[src/rtl/upc_checkout_scanner.sv]
// rtl/upc_checkout_scanner.sv - checkout item scanner with discount/theft classification, counters and alarm
module upc_checkout_scanner #(
    parameter int                          CODE_W      = 3,
    parameter logic [(1 << CODE_W) - 1:0]  DISC_TABLE  = 8'b1110_1100,
    parameter logic [(1 << CODE_W) - 1:0]  EXP_TABLE   = 8'b0011_0001,
    parameter int                          CNT_W       = 4,
    parameter bit                          ALARM_LATCH = 1'b1
) (
    input  logic              clk,
    input  logic              reset_n,
    input  logic              scan_valid,
    output logic              scan_ready,
    input  logic [CODE_W-1:0] scan_code,
    input  logic              scan_mark,
    input  logic              clear_alarm,
    input  logic              clear_counts,
    output logic              res_valid,
    output logic              res_discounted,
    output logic              res_stolen,
    output logic              alarm,
    output logic [CNT_W-1:0]  item_cnt,
    output logic [CNT_W-1:0]  disc_cnt,
    output logic [CNT_W-1:0]  stolen_cnt
);

    typedef enum logic [1:0] {
        IDLE  = 2'd0,
        EVAL  = 2'd1,
        ALARM = 2'd2
    } state_t;

    localparam logic [CNT_W-1:0] CNT_ONE = {{(CNT_W-1){1'b0}}, 1'b1};
    localparam logic [CNT_W-1:0] CNT_MAX = {CNT_W{1'b1}};

    state_t              state, state_d;
    logic [CODE_W-1:0]   code_q;
    logic                mark_q;
    logic                hit_disc, hit_stolen;

    logic                res_valid_d, res_disc_d, res_stolen_d, alarm_d;
    logic [CNT_W-1:0]    item_d, disc_d, stolen_d;

    function automatic logic [CNT_W-1:0] sat_inc(input logic [CNT_W-1:0] c, input logic en);
        return (en && c != CNT_MAX) ? c + CNT_ONE : c;
    endfunction

    assign hit_disc   = DISC_TABLE[code_q];
    assign hit_stolen = EXP_TABLE[code_q] & ~mark_q;

    // Held low while in reset so the upstream never sees a ready it cannot use.
    assign scan_ready = reset_n && (state == IDLE);

    always_ff @(posedge clk or negedge reset_n) begin
        if (!reset_n) begin
            state <= IDLE;
        end else begin
            state <= state_d;
        end
    end

    always_comb begin
        state_d = state;
        case (state)
            IDLE:    if (scan_valid) state_d = EVAL;
            EVAL:    state_d = (hit_stolen && ALARM_LATCH) ? ALARM : IDLE;
            ALARM:   if (clear_alarm) state_d = IDLE;
            default: state_d = IDLE;
        endcase
    end

    always_comb begin
        res_valid_d  = (state == EVAL);
        res_disc_d   = res_discounted;
        res_stolen_d = res_stolen;
        alarm_d      = 1'b0;
        item_d       = item_cnt;
        disc_d       = disc_cnt;
        stolen_d     = stolen_cnt;
        case (state)
            EVAL: begin
                res_disc_d   = hit_disc;
                res_stolen_d = hit_stolen;
                alarm_d      = hit_stolen;
                item_d       = sat_inc(item_cnt, 1'b1);
                disc_d       = sat_inc(disc_cnt, hit_disc);
                stolen_d     = sat_inc(stolen_cnt, hit_stolen);
            end
            ALARM:   alarm_d = ~clear_alarm;
            default: alarm_d = 1'b0;
        endcase
        // Counter clear wins over a same-edge increment; results still go out.
        if (clear_counts) begin
            item_d   = '0;
            disc_d   = '0;
            stolen_d = '0;
        end
    end

    always_ff @(posedge clk or negedge reset_n) begin
        if (!reset_n) begin
            code_q         <= '0;
            mark_q         <= 1'b0;
            res_valid      <= 1'b0;
            res_discounted <= 1'b0;
            res_stolen     <= 1'b0;
            alarm          <= 1'b0;
            item_cnt       <= '0;
            disc_cnt       <= '0;
            stolen_cnt     <= '0;
        end else begin
            if (state == IDLE && scan_valid) begin
                code_q <= scan_code;
                mark_q <= scan_mark;
            end
            res_valid      <= res_valid_d;
            res_discounted <= res_disc_d;
            res_stolen     <= res_stolen_d;
            alarm          <= alarm_d;
            item_cnt       <= item_d;
            disc_cnt       <= disc_d;
            stolen_cnt     <= stolen_d;
        end
    end

endmodule

[config.mk]
export PLATFORM = sky130hd
export DESIGN_NAME = upc_checkout_scanner
export DESIGN_NICKNAME = d
export VERILOG_FILES = /design/src/rtl/upc_checkout_scanner.sv
export SDC_FILE = /design/constraint.sdc
export NUM_CORES = 1
export LEC_CHECK = 0
export CORE_ASPECT_RATIO = 1.75
export CORE_MARGIN = 2
export CORE_UTILIZATION = 45
export CTS_CLUSTER_SIZE = 40
export DETAILED_ROUTE_END_ITERATION = 7
export PLACE_DENSITY = 0.77
export SYNTH_ARGS = -nofsm -noshare
export SYNTH_HDL_FRONTEND = slang
export SYNTH_SLANG_ARGS = --single-unit
[constraint.sdc]
create_clock -name clk -period 3.38 [get_ports clk]
set_input_delay 0.507 -clock clk [delete_from_list [all_inputs] [get_ports clk]]
set_output_delay 0.507 -clock clk [all_outputs]
set_load 0.1 [all_outputs]
Yosys cells after proc, flatten, opt, wreduce, memory -nomap -nowiden
Memory sizes are Yosys's and may differ from the RTL's.
Index checks and enable logic that the tools add are counted.
{ "word_totals": {"ramBits": 0, "latchBits": 0, "output_inout_bits": 17, "elab_cells": 55, "memories": 2, "ff_bits": 22, "mem_bits_ro": 16} }
{ "mem_list": {"columns": ["name", "words", "width", "rd", "rd_clocked_by_memory_dff", "write_ports", "line", "text"], "rows": [
  ["(no name shown)", 8, 1, 1, 0, 0, "48", "assign hit_stolen = EXP_TABLE[code_q] & ~mark_q;"],
  ["(no name shown)", 8, 1, 1, 0, 0, "47", "assign hit_disc = DISC_TABLE[code_q];"]
]} }
{ "classes": {"order_cmp": 1, "mul": 0, "n_shift": 0, "addsub": 3, "reduce_logical": 13, "n_div": 0, "mux": 16, "bitwise_logic": 3, "eq_ne": 7} }
{ "ops": {"columns": ["operator", "n"], "rows": [
  ["$mux 4", 9],
  ["$add 4x1->4 const B", 3],
  ["$ne 4x4->1 const B", 3],
  ["$reduce_and 2->1", 4],
  ["$reduce_bool 2->1", 4],
  ["$mux 2", 3],
  ["$pmux 2 s3", 1],
  ["$logic_and 1x1->1", 4],
  ["$lt 3x4->1 const B", 1],
  ["$ne 2x2->1 const B", 2],
  ["$eq 2x1->1 const B", 1],
  ["$eq 2x2->1 const B", 1],
  ["$logic_not 2->1", 1],
  ["$mux 1", 2],
  ["$not 1->1", 2],
  ["$pmux 1 s2", 1],
  ["$and 1x1->1", 1]
]} }

Logic depth before layout (Yosys ltp)
Gate-level depths: netlist of the first run.
{ "logic_depth": {"ltp_word": 7, "mapped_depth": 6, "depth_no_buf": 6} }

Worst setup path before layout of the first run
OpenSTA, ideal clock, no wires.
{ "synth_path": {"kind": "reg-to-reg", "startpoint": "register disc_cnt[0]", "endpoint": "register disc_cnt[3]", "path_buffers": 0, "path_stages_with_launch": 6, "synth_period_minus_slack_ns": 1.919, "setup_time_ns": 0.078, "path_slack_ns": 1.461, "t_required_ns": 3.302, "t_arrival_ns": 1.841, "cell_sequence": "dfrtp_1 -> ha_1 -> nand3_1 -> nand3_2 -> or3_1 -> a21oi_1"} }
{ "synth_via": {"elab_chain_len": 4, "elab_cells_between_ends": 8, "cone_classes": "add/sub: 1; eq/ne: 1; mux: 3; reduce/logical: 3"} }
{ "synth_lines": {"columns": ["element", "line", "text"], "rows": [
  ["from (decl)", "22", "output logic [CNT_W-1:0] disc_cnt,"],
  ["from (signal assigned)", "120", "disc_cnt <= disc_d;"],
  ["$add 4x1->4 or $ne 4x4->1 (tied branches)", "44", "return (en && c != CNT_MAX) ? c + CNT_ONE : c;"],
  ["$mux 4 or $logic_and 1x1->1 (tied branches)", "44", null],
  ["$mux 4 or $reduce_bool 2->1 (tied branches)", null, null],
  ["$mux 4 or $reduce_and 2->1 (tied branches)", null, null]
]} }
Parallel ways exist; a longest one is shown, timed or not. The select of a mux whose other input is x is not followed.
A chain may end at the register's enable or synchronous reset.

Worst setup path in the final report of the first run
{ "layout_path": {"startpoint": "register stolen_cnt[2]", "endpoint": "output port stolen_cnt[2]"} }
{ "layout_lines": {"columns": ["element", "line", "text"], "rows": [
  ["from (decl)", "23", "output logic [CNT_W-1:0] stolen_cnt"],
  ["from (signal assigned)", "121", "stolen_cnt <= stolen_d;"]
]} }
No word-level cell between the ends.

==> results of run 1 <==
## power by group
part / switching (mW) / internal, mW / total [mW] / leakage, nW
combinational: 0.515 / 0.216 / 0.732 / 0.309
sequential: 0.0558 / 0.341 / 0.397 / 0.288
clock: 0.0794 / 0.104 / 0.183 / 0.0288
total: 0.651 / 0.661 / 1.31 / 0.626
## per-layer routing
metal	GRT usage	up-vias	share of wire	routed length (um)
met3	0.00974	4	0.033	59
met2	0.266	20	0.55	997
met1	0.188	365	0.40	724
met4	0.100	0	0.019	34
met5	0	-	0	0
li1	-	382	-	-
## registers in the layout, indices dropped and copies added (netlist names)
register	cells
stolen_cnt	4
mark_q	1
disc_cnt	4
state	2
res_stolen	1
res_discounted	1
res_valid	1
alarm	1
code_q	3
item_cnt	4
## stage by stage
| step | instance area, um2 | instances | worst slack (ns) |
|---|---|---|---|
| 5_1_grt | 1400 | 147 | 0.966 |
| 2_1_floorplan | 1050 | 94 | 1.46 |
| 3_5_place_dp | 1340 | 143 | 1.19 |
| 3_3_place_gp | 1340 | 143 | 1.21 |
| 6_report | 1400 | 147 | 1.03 |
| 4_1_cts | 1400 | 147 | 1.01 |
## path summary, 6_finish.rpt
check / to / depth (start not counted) / from / slack (ns)
min in group asynchronous: stolen_cnt[3] / 2 / reset_n / 0.59
max reg2reg: disc_cnt[3] / 5 / state[1] / 1.61
max in group asynchronous: disc_cnt[1] / 2 / reset_n / 2.57
max: stolen_cnt[2] / 1 / stolen_cnt[2] / 1.03
min reg2reg: res_discounted / 1 / res_discounted / 0.52
min: res_discounted / 1 / res_discounted / 0.52
## cell usage after synthesis, drive strengths merged, types with 2 or more instances
library cell | n | area share
dfrtp | 22 | 0.52
xor2 | 5 | 0.042
ha | 7 | 0.083
nand2 | 4 | 0.014
nand2b | 2 | 0.012
a21oi | 3 | 0.014
nand3 | 11 | 0.057
nor2 | 8 | 0.031
or3 | 2 | 0.012
inv | 4 | 0.014
mux2i | 3 | 0.029
nor3 | 2 | 0.0095
mux2 | 5 | 0.054
o21ai | 4 | 0.019
a21boi | 2 | 0.014
## final cells by class
class / count / share of cell area
inverters: 4 / 0.0108
multi-input cells: 66 / 0.341
well taps: 25 / 0.0224
repair buffers: 26 / 0.192
clock buffers: 4 / 0.0394
flip-flops and latches: 22 / 0.394
## logic make-up (layout without fill, tap and decap cells)
group / Yosys count / after routing
xor+xnor: 5 / 5
simple gates: 34 / 34
buf+inv: 6 / 34
fa+ha+maj: 7 / 7
compound gates: 12 / 12
flops: 22 / 22
mux: 8 / 8
## cell usage in the layout (no fill, tap or decap)
master / synthesis / layout
clkdlybuf4s50_1: 0 / 24
dfrtp_1: 22 / 22
nand3_1: 10 / 10
nor2_1: 7 / 7
ha_1: 7 / 7
mux2_2: 5 / 5
xor2_1: 5 / 5
inv_1: 4 / 4
nand2_1: 4 / 4
o21ai_0: 4 / 4
clkbuf_8: 0 / 4
a21oi_1: 3 / 3
mux2i_1: 3 / 3
nand2b_1: 2 / 2
a21boi_0: 2 / 2
nor3_1: 2 / 2
or3_1: 2 / 2
nor2_2: 1 / 1
and2_1: 1 / 1
a21o_2: 1 / 1
nor3b_1: 1 / 1
a31oi_1: 1 / 1
nand3_2: 1 / 1
and3_1: 1 / 1
nand4_2: 1 / 1
nor4bb_1: 1 / 1
a41oi_1: 1 / 1
buf_12: 0 / 1
buf_4: 0 / 1
==> results.toml, run 1 <==
[logic_synthesis]
synth-simple-area-share = 0.176
synth_xor_area_frac = 0.0417
synth_fa_ha_area_frac = 0.0833
syn-num-nets = 110
syn_area_per_cell_um2 = 11.2
yosys_warnings = 0
synth_edf_count = 0
syn_area_um2 = 1050
postSynthCellCount = 94
synth_compound_area_frac = 0.0702
muxShareOfSynthArea = 0.0821
ys_ff_latch = 22
synth-async-reset-ratio = 1.00
synth_top_family_by_area = "simple AND/OR/NAND/NOR gates"
ys_types = 27
ys.flop_type = "dfrtp_1"
ys_seq_area_frac = 0.524

[cells_and_area]
multiInputGateArea_um2 = 477
num_antenna_cells = 0
post-route-util = 0.622
fin_nets = 139
nFillCells = 191
layout-drive-gt1-share = 0.123
area_growth_pct = 32.9
seqCellArea_um2 = 551

[clock_network]
clk_pin_slew_worst_paths_ns = 0.07
htreeDepth = 1
ctsRootBufferMaster = "clkbuf_8"
clockBufferDepth = 2
tritoncts = "yes"
cts.sinks = 22
worstSkewPairLatency_ns = 0.26
cts_resized = 0
numCtsBuffers = 3
cts_setup_buffers = 0
holdBufCountCts = 0

[critical_path]
cp_cell_sequence = "clkdlybuf4s50_1"
cpLargestDelayFamily = "buffers and inverters"
max_stage_delay_ns = 1.16
worstPathMaxFanout = 5
startpoint_type = "flip-flop"
worst-path-buf-inv = 1
crit_arrival_ns = 1.84
endpoint_kind = "output pin"
critPathKind = "flip-flop to output pin"
cp_data_required_time_ns = 2.87
cp_slowest_cell = "clkdlybuf4s50_1"

[timing]
post-route-period-util = 0.696
setup_tns_ns = 0
min_period_ns = 2.35
tightestPinTransition_ns = 0.968
max_freq_ghz = 0.425
hold_violations = 0
finClkSkew_ns = 0.00237
slew_violations = 0
finalSetupViolations = 0
timing.hold.ws_ns = 0.522
slew_headroom = 0.352
grt_setup_unrepaired = "false"

[route]
drt_wl_total_mm = 1.82
routed-via-count = 771
drt-initial-drc-count = 7
ant_nets = 0
wl_per_cell_um = 12.3
drtPass1Iterations = 3
drc = 0
viasPerCell = 5.24

[die]
die_w_um = 40.5
start_util = 0.468
rows = 23
fp.dieH_um = 67.9
die_area_um2 = 2750
core_um2 = 2240
ioPinCount = 26

[global_route]
antenna_found_initial = 0
grt_overflow = 0
grt_pass1_vias = 711
grt_pass1_wl_mm = 3.01
grt.total_usage = 0.160
grt_max_degree = 24

[placed_design]
io_buffers = 25
place_congestion = 0.695
hpwl_mm = 1.46

[pwr]
peakVddDrop_v = 0.000507
powerDensity_nw_per_um2 = 940
p_leak_nw = 0.626
p_total_mw = 1.31

[job]
drv_cap = 0

[hold_path]
hold_path_class = "flip-flop to flip-flop"

[run_status]
status = "completed"
Note: power is estimated with default switching activity, not from simulation.
==> run 2: changes to the inputs <==
clock period = 2.22 ns   (was 3.38 ns; I/O delays follow)
==> run 2 against run 1 <==
Effect of this change:
- global-route usage grew 1.1 points
- setup slack lost 0.50 ns
- total power grew 53%
- count of clock-buffer cells in the layout is the same
- sequential share of layout area grew 0.94 points
- sequential cell count is the same
==> results.toml, run 2 (synthesis results as in run 1) <==
[global_route]
antenna_found_initial = 0
grt_pass1_vias = 758
grt_overflow = 0
grt.total_usage = 0.170
grt_pass1_wl_mm = 3.15
grt_max_degree = 23

[cells_and_area]
area_growth_pct = 29.8
seqCellArea_um2 = 551
fin_nets = 140
fin_cells = 148
layout_commonest_cell = "dfrtp_1"
nFillCells = 200
multiInputGateArea_um2 = 477
layout-drive-gt1-share = 0.260
reg.largest.list = "disc_cnt x4, item_cnt x4, stolen_cnt x4"
layout_common_cells = "dfrtp_1 (22), buf_4 (18), nand3_1 (10)"
num_antenna_cells = 0

[route]
drt-initial-drc-count = 19
wl_met2_um = 995
wl_per_cell_um = 13.0
wl_met3_um = 95
routed-via-count = 805
top_layer_used = "met4"
viasPerCell = 5.44
ant_nets = 0
drc = 0
wl_met1_um = 786
drt_wl_total_mm = 1.92
drtPass1Iterations = 2

[critical_path]
cp_slowest_cell = "dfrtp_1"
endpoint_kind = "output pin"
cp_data_required_time_ns = 1.89
startpoint_type = "flip-flop"
crit_arrival_ns = 1.36
critPathKind = "flip-flop to output pin"
worstPathMaxFanout = 4
cp_cell_sequence = "inv_1 > ha_1 > and2_1 > buf_12"
max_stage_delay_ns = 0.39
rr_worst_depth = 5

[timing]
grt_setup_unrepaired = "false"
slew_violations = 0
setup_tns_ns = 0
finClkSkew_ns = 0.00300
hold_violations = 0
min_period_ns = 1.69
slew_headroom = 0.726
finalSetupViolations = 0
tightestPinTransition_ns = 0.410
post-route-period-util = 0.761
max_freq_ghz = 0.592

[placed_design]
place_congestion = 0.666
hpwl_mm = 1.51
io_buffers = 25
dp.cells = 144

[die]
core_um2 = 2240
start_util = 0.468
die_w_um = 40.5
fp.dieH_um = 67.9
ioPinCount = 26
die_area_um2 = 2750
rows = 23

[pwr]
p_leak_nw = 0.660
peakVddDrop_v = 0.000733
p_total_mw = 2.00
powerDensity_nw_per_um2 = 1470

[run_status]
status = "completed"

[hold_path]
hold_path_class = "input port to async pin"

[clock_network]
cts_resized = 0
cts_setup_buffers = 0
numCtsBuffers = 3
htreeDepth = 1
holdBufCountCts = 0
worstSkewPairLatency_ns = 0.27
ctsRootBufferMaster = "clkbuf_8"
cts.sinks = 22
clockBufferDepth = 2
clk_pin_slew_worst_paths_ns = 0.07
tritoncts = "yes"

[job]
drv_cap = 0
==> run 2: final cells by class <==
cell class | instances | share of cell area
Timing Repair Buffer | 27 | 0.172
Inverter | 4 | 0.0110
Tap cell | 25 | 0.0229
Clock buffer | 4 | 0.0404
Sequential cell | 22 | 0.404
Multi-Input combinational cell | 66 | 0.350
==> run 2: power breakdown <==
part	leakage, nW	switching (mW)	internal [mW]
Sequential	0.288	0.0856	0.519
Combinational	0.343	0.788	0.323
Clock	0.0288	0.128	0.158
Total	0.660	1.00	1.00
==> run 2: path summary, 6_finish.rpt <==
kind,slack [ns],end,start
min,0.48,item_cnt[2],reset_n
min in group clk,0.52,res_discounted,res_discounted
min reg2reg,0.52,res_discounted,res_discounted
max in group asynchronous,1.52,disc_cnt[0],reset_n
max reg2reg,0.65,stolen_cnt[3],state[1]
max,0.53,scan_ready,state[1]
==> run 2: critical path: cells and delay by family (launching register included) <==
kind / cells / cell delay (ns)
flip-flops: 1 / 0.39
adder cells (fa/ha/maj): 1 / 0.20
AND/OR/NAND/NOR: 1 / 0.18
buffers and inverters: 2 / 0.31
==> run 2: metal layers <==
layer | track usage | up-vias
met5 | 0 | -
met2 | 0.278 | 21
li1 | - | 389
met3 | 0.0325 | 5
met4 | 0.100 | 0
met1 | 0.196 | 390
==> run 2: through the flow <==
| step | hold WS (ns) | setup WS, ns | area [um2] | util |
|---|---|---|---|---|
| after floorplan | 0.0374 | 0.301 | 1050 | - |
| after global placement | 0.503 | 0.677 | 1310 | 0.583 |
| after detailed placement | 0.511 | 0.649 | 1310 | 0.583 |
| after CTS | 0.480 | 0.520 | 1360 | 0.608 |
| after global routing | 0.505 | 0.432 | 1360 | 0.608 |
| final | 0.480 | 0.531 | 1360 | 0.608 |
==> run 3: changes to the inputs <==
clock period = 1.63 ns   (was 2.22 ns; I/O delays follow)
==> run 3 against run 2 <==
Effect of this change:
- combinational power is 61% higher
- clock power rose by 38%
- final area grew 19%
- first-iteration DRC count is 11% higher
- sequential cell count stayed put
- critical endpoint unchanged
- highest routed layer unchanged
==> results.toml, run 3 (synthesis results as in run 1) <==
[cells_and_area]
area_growth_pct = 54.2
layout_common_cells = "buf_12 (17), nand3_1 (10), dfrtp_1 (10)"
reg.largest.list = "disc_cnt x4, item_cnt x4, stolen_cnt x4"
num_antenna_cells = 0
fin_nets = 142
layout-drive-gt1-share = 0.432
layout_commonest_cell = "buf_12"
fin_cells = 150

[global_route]
grt.total_usage = 0.195
grt_pass1_vias = 853
use_met3 = 0.0227
grt_use_met1 = 0.206
busiest_layer = "met2"
grt_use_met2 = 0.323
grt_pass1_wl_mm = 3.51
grt_max_degree = 23
antenna_found_initial = 0
grt_overflow = 0

[placed_design]
io_buffers = 25
pre_cts_ws_ns = 0.0801
place_congestion = 0.747
dp.cells = 146
hpwl_mm = 1.69

[clock_network]
clk_pin_slew_worst_paths_ns = 0.08
ctsRootBufferMaster = "clkbuf_8"
cts.sinks = 22
tritoncts = "yes"
numCtsBuffers = 3
htreeDepth = 1
worstSkewPairLatency_ns = 0.27
clockBufferDepth = 2
holdBufCountCts = 0

[timing]
layout_setup_ws_ns = 0.0763
slew_violations = 0
hold_violations = 0
slew_headroom = 0.692
tightestPinTransition_ns = 0.461
post-route-period-util = 0.953
setup_tns_ns = 0
min_period_ns = 1.55
grt_setup_unrepaired = "false"
finClkSkew_ns = 0.00286
max_freq_ghz = 0.644
finalSetupViolations = 0

[pwr]
powerDensity_nw_per_um2 = 1890
peakVddDrop_v = 0.00125
p_leak_nw = 0.691

[critical_path]
ff2ff_setup_slack_ns = 0.09
worstPathMaxFanout = 4
startpoint_type = "flip-flop"
critPathKind = "flip-flop to output pin"
rr_worst_depth = 5
cp_data_required_time_ns = 1.39
crit_arrival_ns = 1.31
endpoint_kind = "output pin"

[route]
drt_wl_total_mm = 2.14
drtPass1Iterations = 4
drt-initial-drc-count = 21
drc = 0
ant_nets = 0
routed-via-count = 808
wl_per_cell_um = 14.3
viasPerCell = 5.39

[die]
ioPinCount = 26
die_area_um2 = 2750
start_util = 0.468
die_w_um = 40.5
core_um2 = 2240
fp.dieH_um = 67.9
rows = 23

[run_status]
status = "completed"

[hold_path]
hold_path_class = "input port to async pin"

[job]
drv_cap = 0
[run 3: layout make-up]
class | instances | area, um2
Fill cell | 161 | 624
Sequential cell | 22 | 573
Multi-Input combinational cell | 66 | 495
Timing Repair Buffer | 29 | 450
Clock buffer | 4 | 55.1
Tap cell | 25 | 31.3
Inverter | 4 | 15.0
[run 3: repair_timing]
action,4_1_cts,5_1_grt
endpoints found under the setup margin,0,2
gates resized for setup,0,7
setup buffers,0,0
[run 3: power breakdown]
group	switching (mW)	internal, mW	total [mW]
logic	1.10	0.685	1.79
clock network	0.178	0.216	0.394
registers	0.165	0.725	0.890
[run 3: per-layer routing]
metal / up-vias / share of wire
met5: - / 0
met4: 0 / 0.035
met3: 5 / 0.041
met2: 28 / 0.57
met1: 385 / 0.36
li1: 390 / -
[run 3: metrics by stage]
stage	power, mW	hold WS [ns]	cell area (um2)	utilization
after global routing	3.22	0.426	1620	0.722
final	3.07	0.388	1620	0.722
after global placement	2.63	0.512	1550	0.690
after detailed placement	2.67	0.522	1550	0.690
after CTS	3.08	0.398	1600	0.715
after floorplan	2.02	-0.0511	1080	-
[run 3: worst paths after layout]
check / startpoint / endpoint
max: state[0] / scan_ready
min: reset_n / res_valid
max reg2reg: disc_cnt[0] / disc_cnt[3]
min reg2reg: code_q[2] / code_q[2]
max in group asynchronous: reset_n / disc_cnt[0]
min in group clk: code_q[2] / code_q[2]
[run 3: critical path: stages (launching register included)]
cell	delay, ns
dfrtp_1	0.40
inv_2	0.09
ha_2	0.19
and2_1	0.17
buf_12	0.18
